[config.mk]
export PLATFORM = sky130hd
export DESIGN_NAME = addsub_result_accum_flat
export DESIGN_NICKNAME = d
export VERILOG_FILES = /design/src/rtl/addsub_result_accum_if.sv /design/src/rtl/addsub_result_accum.sv /design/src/flat_wrapper.sv
export SDC_FILE = /design/constraint.sdc
export NUM_CORES = 1
export LEC_CHECK = 0
export BUFFER_PORTS_ARGS = -buffer_cell sky130_fd_sc_hd__buf_4
export CAP_MARGIN = 10
export CORE_MARGIN = 8
export CORE_UTILIZATION = 51
export CTS_CLUSTER_SIZE = 40
export DETAILED_ROUTE_END_ITERATION = 16
export GPL_TIMING_DRIVEN = 0
export HOLD_SLACK_MARGIN = 0.03
export MAX_ROUTING_LAYER = met4
export PLACE_DENSITY = 0.84
export SLEW_MARGIN = 10
export SYNTH_ARGS = -nofsm -noshare
export SYNTH_HDL_FRONTEND = slang
export SYNTH_SLANG_ARGS = --single-unit
[constraint.sdc]
create_clock -name i_clk -period 1.7 [get_ports i_clk]
set_input_delay 0.085 -clock i_clk [delete_from_list [all_inputs] [get_ports i_clk]]
set_output_delay 0.085 -clock i_clk [all_outputs]
set_load 0.02 [all_outputs]
[src/rtl/addsub_result_accum_if.sv]
// Handshake bundle between the add/sub stage (master) and the result accumulator (slave).
interface addsub_result_accum_if #(
  parameter int ACC_W = 12
);
  logic             in_valid;
  logic             in_ready;
  logic [7:0]       result;
  logic             v;
  logic             out_valid;
  logic             out_ready;
  logic [ACC_W-1:0] acc;
  logic [7:0]       v_cnt;
  logic             v_seen;
  logic             acc_ovf;

  modport slave (
    input  in_valid, result, v, out_ready,
    output in_ready, out_valid, acc, v_cnt, v_seen, acc_ovf
  );

  modport master (
    output in_valid, result, v, out_ready,
    input  in_ready, out_valid, acc, v_cnt, v_seen, acc_ovf
  );
endinterface

[src/rtl/addsub_result_accum.sv]
// Sums NUM_SAMPLES signed add/sub results per block, counts overflowed samples, holds the total.
// Define ACC_SAT_EN to clamp the accumulator on overflow instead of wrapping.
//   state   | meaning
//   S_IDLE  | waiting for the first sample of a block
//   S_ACCUM | summing the remaining samples
//   S_HOLD  | block total presented until out_ready
module addsub_result_accum #(
  parameter int NUM_SAMPLES = 8,
  parameter int ACC_W       = 12
) (
  input  logic                 i_clk,
  input  logic                 i_rst,
  addsub_result_accum_if.slave bus
);
  localparam logic [1:0] S_IDLE  = 2'd0;
  localparam logic [1:0] S_ACCUM = 2'd1;
  localparam logic [1:0] S_HOLD  = 2'd2;

  localparam logic [7:0]       LP_NUM = 8'(NUM_SAMPLES);
  localparam logic [ACC_W-1:0] LP_MAX = {1'b0, {(ACC_W-1){1'b1}}};
  localparam logic [ACC_W-1:0] LP_MIN = {1'b1, {(ACC_W-1){1'b0}}};

  logic [1:0]       r_state;
  logic [ACC_W-1:0] r_acc;
  logic [7:0]       r_v_cnt;
  logic [7:0]       r_count;
  logic             r_v_seen;
  logic             r_acc_ovf;
  logic             r_out_valid;

  logic             w_accept;
  logic [ACC_W-1:0] w_sext;
  logic [ACC_W-1:0] w_sum;
  logic             w_ovf;
  logic [ACC_W-1:0] w_next_acc;
  logic [7:0]       w_count_inc;

  assign bus.in_ready  = ~i_rst & (r_state != S_HOLD);
  assign bus.out_valid = r_out_valid;
  assign bus.acc       = r_acc;
  assign bus.v_cnt     = r_v_cnt;
  assign bus.v_seen    = r_v_seen;
  assign bus.acc_ovf   = r_acc_ovf;

  assign w_accept    = bus.in_valid & bus.in_ready;
  assign w_sext      = {{(ACC_W-8){bus.result[7]}}, bus.result};
  assign w_sum       = r_acc + w_sext;
  assign w_count_inc = r_count + 8'd1;
  // Signed overflow: equal-signed addends whose sum flips sign.
  assign w_ovf = (r_acc[ACC_W-1] == w_sext[ACC_W-1]) && (w_sum[ACC_W-1] != r_acc[ACC_W-1]);

`ifdef ACC_SAT_EN
  assign w_next_acc = w_ovf ? (r_acc[ACC_W-1] ? LP_MIN : LP_MAX) : w_sum;
`else
  assign w_next_acc = w_sum;
`endif

  always_ff @(posedge i_clk) begin
    if (i_rst) begin
      r_state     <= S_IDLE;
      r_acc       <= '0;
      r_v_cnt     <= '0;
      r_count     <= '0;
      r_v_seen    <= 1'b0;
      r_acc_ovf   <= 1'b0;
      r_out_valid <= 1'b0;
    end else begin
      case (r_state)
        S_IDLE: begin
          if (w_accept) begin
            r_acc     <= w_sext;
            r_v_cnt   <= {7'd0, bus.v};
            r_v_seen  <= bus.v;
            r_acc_ovf <= 1'b0;
            r_count   <= 8'd1;
            if (LP_NUM == 8'd1) begin
              r_state     <= S_HOLD;
              r_out_valid <= 1'b1;
            end else begin
              r_state <= S_ACCUM;
            end
          end
        end
        S_ACCUM: begin
          if (w_accept) begin
            r_acc     <= w_next_acc;
            r_v_cnt   <= r_v_cnt + {7'd0, bus.v};
            r_v_seen  <= r_v_seen | bus.v;
            r_acc_ovf <= r_acc_ovf | w_ovf;
            r_count   <= w_count_inc;
            if (w_count_inc == LP_NUM) begin
              r_state     <= S_HOLD;
              r_out_valid <= 1'b1;
            end
          end
        end
        S_HOLD: begin
          if (bus.out_ready) begin
            r_state     <= S_IDLE;
            r_out_valid <= 1'b0;
          end
        end
        default: begin
          r_state     <= S_IDLE;
          r_out_valid <= 1'b0;
        end
      endcase
    end
  end
endmodule

[src/flat_wrapper.sv]
// flat-port wrapper written by rule: the top's interface ports become plain ports
module addsub_result_accum_flat 
#(
  parameter int NUM_SAMPLES = 8,
  parameter int ACC_W       = 12
)
  (i_clk, i_rst, bus_in_valid, bus_result, bus_v, bus_out_ready, bus_in_ready, bus_out_valid, bus_acc, bus_v_cnt, bus_v_seen, bus_acc_ovf);
  addsub_result_accum_if #(.ACC_W(ACC_W)) bus_i ();
  input  logic i_clk;
  input  logic i_rst;
  input wire logic [$bits(bus_i.in_valid)-1:0] bus_in_valid;
  input wire logic [$bits(bus_i.result)-1:0] bus_result;
  input wire logic [$bits(bus_i.v)-1:0] bus_v;
  input wire logic [$bits(bus_i.out_ready)-1:0] bus_out_ready;
  output wire logic [$bits(bus_i.in_ready)-1:0] bus_in_ready;
  output wire logic [$bits(bus_i.out_valid)-1:0] bus_out_valid;
  output wire logic [$bits(bus_i.acc)-1:0] bus_acc;
  output wire logic [$bits(bus_i.v_cnt)-1:0] bus_v_cnt;
  output wire logic [$bits(bus_i.v_seen)-1:0] bus_v_seen;
  output wire logic [$bits(bus_i.acc_ovf)-1:0] bus_acc_ovf;
  assign bus_i.in_valid = bus_in_valid;
  assign bus_i.result = bus_result;
  assign bus_i.v = bus_v;
  assign bus_i.out_ready = bus_out_ready;
  assign bus_in_ready = bus_i.in_ready;
  assign bus_out_valid = bus_i.out_valid;
  assign bus_acc = bus_i.acc;
  assign bus_v_cnt = bus_i.v_cnt;
  assign bus_v_seen = bus_i.v_seen;
  assign bus_acc_ovf = bus_i.acc_ovf;
  addsub_result_accum #(.NUM_SAMPLES(NUM_SAMPLES), .ACC_W(ACC_W)) u_core (.i_clk(i_clk), .i_rst(i_rst), .bus(bus_i));
endmodule
==> metrics.md <==
| Metric | Value |
|---|---|
| Total core area | `0.00406 sq mm` |
| Number of synthesized flops with an enable pin | `0` |
| Slowest-stage cell, CP | `dfxtp_4` |
| Mapped Area | `0.00218 sq mm` |
| Placed Area | `0.00263 sq mm` |
| CP Max Fanout | `4` |
| Post-Synthesis Cells | `273` |
| Initial core utilization | `53.6%` |
| Site Rows | `23` |
| Startpoint types | `flop` |
| Top_reg_cell synth | `dfxtp_1` |
| Post-synthesis compound-gate area fraction | `23.9%` |
| Flop2flop setup slack | `-0.24 ns` |
| VDD IR-drop max | `0.426 mV` |
| Worst setup slack after layout | `-0.241 ns` |
| Most used cell, CP | `o21ai_2` |
| Area Overhead vs Synth | `34.2%` |
| Vias in the first global route | `2195` |
| Fraction of layout cells with a size suffix above 1 | `33.2%` |
| Sequential-to-total area share from yosys stat | `30.4%` |
| Synth Area in Adders | `9.55%` |
| Clock Path Buffers | `2` |
| Via density | `6.17` |
| PortBufs | `36` |
| Synth top area cells | `dfxtp_1 (30%), ha_1 (8.6%), nor2_1 (6.7%)` |
| Initial antenna violation count | `0` |
| Die area | `0.00661 sq mm` |
| Most area-hungry cell type in the Yosys netlist | `dfxtp_1` |
| Final Slew Violations | `0` |
| Crit-path cells | `ha_4 -> inv_2 -> fa_2 -> nor2b_2 -> o21ai_2 -> a21boi_2 -> buf_4 -> o21ai_2 -> mux2_2 -> o221ai_2` |
| First-pass GRT wire length | `10400 um` |
| # setup viols final | `9` |
| Util after Layout | `72.0%` |
| Failing checks | `setup timing` |
| Fmax | `515 MHz` |
| Reported max-cap violation count | `0` |
| H-tree depth | `2` |
| Slew Limit Headroom | `63.4%` |
| TritonCTS Buffers | `5` |
| Mux share of post-synthesis cell area | `3.28%` |
| Async set-or-reset flop fraction in the synthesized netlist | `0%` |
| Placed cells | `359` |
| Most frequent cells in the layout | `buf_4 (45), nor2_1 (39), a21oi_1 (24)` |
| Final hold violation count | `0` |
| DRT iter0 DRCs | `190` |
| Largest family of logic cells by synthesized area | `simple AND/OR/NAND/NOR gates` |
| Die height | `81.3 um` |
| CTS tree | `built` |
| Crit path kind | `reg2reg` |
| Die extent in x | `81.3 um` |
| Hold Path Class | `in2reg` |
| Synth top area share | `30.4%` |
| Synth Area in Simple Gates | `24.6%` |
| Post-Synth XOR/XNOR Area | `4.83%` |
| DRC | `0` |
| DRT Pass-1 Iters | `5` |
| Routed vias | `2312` |
| Leak | `1.21 nW` |
| Wirelength per Cell | `16.9 um` |
| Worst-Skew Late Latency | `0.29 ns` |
| Largest net degree at the start of global routing | `11` |
| Synth Warn # | `0` |
| Tcrit/Tclk final | `114%` |
| Max incr delay on CP | `0.36 ns` |
| Root Driver | `clkbuf_8` |
| # nets final | `353` |
| Total GRT Usage | `20.1%` |
| Clock Sinks | `33` |
| # diodes | `0` |
| Crit path DAT | `2.11 ns` |
| CTS clk-pin slew, worst paths | `0.07 ns` |
| Overall power | `2.18 mW` |
| Power per cell area | `747 mW/mm^2` |
| Avg Cell Area, Syn | `7.97 sq um` |
| Status | `finished, violations left` |
| FF+latch count, synth | `33` |
| Final Instance Area | `0.00292 sq mm` |
| HPWL Detailed | `4320 um` |
| Synth cell types | `52` |
| RSZ-0062 raised after global routing | `yes` |
| Worst clock skew | `0.00421 ns` |
| Most common cell after layout, fill and taps aside | `buf_4` |
| Finished Layout Cells | `375` |
| Post-route ant nets | `0` |
| Crit path time final | `1.94 ns` |
| Net Count, Synth | `302` |
| CP required | `1.87 ns` |
| DRT Wirelength | `6340 um` |
| Slew @ Worst Pin | `0.549 ns` |
| CP Capture Type | `flop` |
| Gp weighted congestion | `0.899` |
| Fillers | `308` |
| Top-Level Pins | `37` |
| Remaining Overflow, GRT | `0` |
## area by class of cell
class                   count  area [sq um]  area share, %
plain buffers               9          42.5           1.46
clock buffers               8           111           3.81
inverters                   7          26.3          0.900
multi-input cells         222          1630           55.9
flip-flops and latches     33           698           23.9
well taps                  50          62.6           2.14
repair buffers             46           348           11.9
## logic make-up (layout without fill, tap and decap cells)
| family | Yosys count | count (layout) |
|---|---|---|
| AND/OR/NAND/NOR | 110 | 110 |
| multiplexers | 7 | 7 |
| flip-flops | 33 | 33 |
| AO/OA/AOI/OAI | 77 | 77 |
| XOR/XNOR | 12 | 12 |
| buffers and inverters | 18 | 70 |
| adder cells (fa/ha/maj) | 16 | 16 |
## registers in the layout, summed over array words and instances, names as in the netlist
name,flops
u_core.bus.out_valid,1
u_core.bus.acc_ovf,1
u_core.r_state,2
u_core.bus.v_cnt,8
u_core.r_count,8
u_core.bus.v_seen,1
u_core.bus.acc,12
## cells in the mapped netlist, types with 2 or more instances
cell type	count
mux2i_1	6
a31oi_1	2
ha_1	15
dfxtp_1	33
a21o_1	5
nor2_1	39
a21oi_1	25
or2_2	2
and2_1	3
a211oi_1	7
inv_1	7
nor2b_1	4
nor3_1	5
a22oi_1	3
buf_2	2
xnor2_1	3
xor2_1	9
o21ai_1	6
a2111o_1	2
nand3_1	12
or3_1	3
and3_1	5
nand2_1	22
o21ai_0	13
nor4_1	2
nand2b_1	2
nand4_1	3
a22o_1	2
clkbuf_1	8
## critical path, delay by kind of cell, from the launching register on
family / cells / cell delay, ns
flip-flops: 1 / 0.36
buffers and inverters: 2 / 0.19
AND/OR/NAND/NOR: 1 / 0.15
multiplexers: 1 / 0.22
adder cells (fa/ha/maj): 2 / 0.46
AO/OA/AOI/OAI: 4 / 0.43
## report_power, final
part	internal [mW]	total, mW	switching (mW)	leakage [nW]
sequential	0.807	0.845	0.0383	0.278
clock	0.419	0.729	0.310	0.0566
combinational	0.279	0.608	0.329	0.879
## through the flow
step	TNS [ns]	worst slack [ns]	hold WS, ns
6_report	-1.30	-0.241	0.0442
5_1_grt	-2.19	-0.330	0.0586
4_1_cts	-1.03	-0.238	0.0497
3_5_place_dp	-1.34	-0.256	0.326
3_3_place_gp	-1.05	-0.259	0.317
2_1_floorplan	-0.388	-0.135	0.174
## timing repair
| action | in CTS | in global routing |
|---|---|---|
| pin swaps | 15 | 2 |
| gates resized for setup | 13 | 18 |
| buffers inserted | 9 | 0 |
| endpoints found under the hold margin | 1 | 0 |
| endpoints found under the setup margin | 12 | 18 |
| hold buffers | 1 | 0 |
## per-layer routing
metal / share of wire (%) / routed length, um / vias up / global-route usage (%)
met1: 44 / 2790 / 1103 / 24.2
li1: - / - / 1094 / -
met4: 2.0 / 125 / 0 / 6.61
met3: 7.1 / 452 / 13 / 3.97
met2: 47 / 2980 / 102 / 32.7
met5: 0 / 0 / - / -
## final timing paths
kind / cells after the start / from / to
worst max register to register: 10 / u_core.bus.acc[0] / u_core.bus.acc[10]
worst max-delay path: 10 / u_core.bus.acc[0] / u_core.bus.acc[10]
worst min-delay path: 2 / bus_v / u_core.bus.v_seen
worst min register to register: 2 / u_core.bus.out_valid / u_core.bus.out_valid
Power figures use the tool's default switching activity.
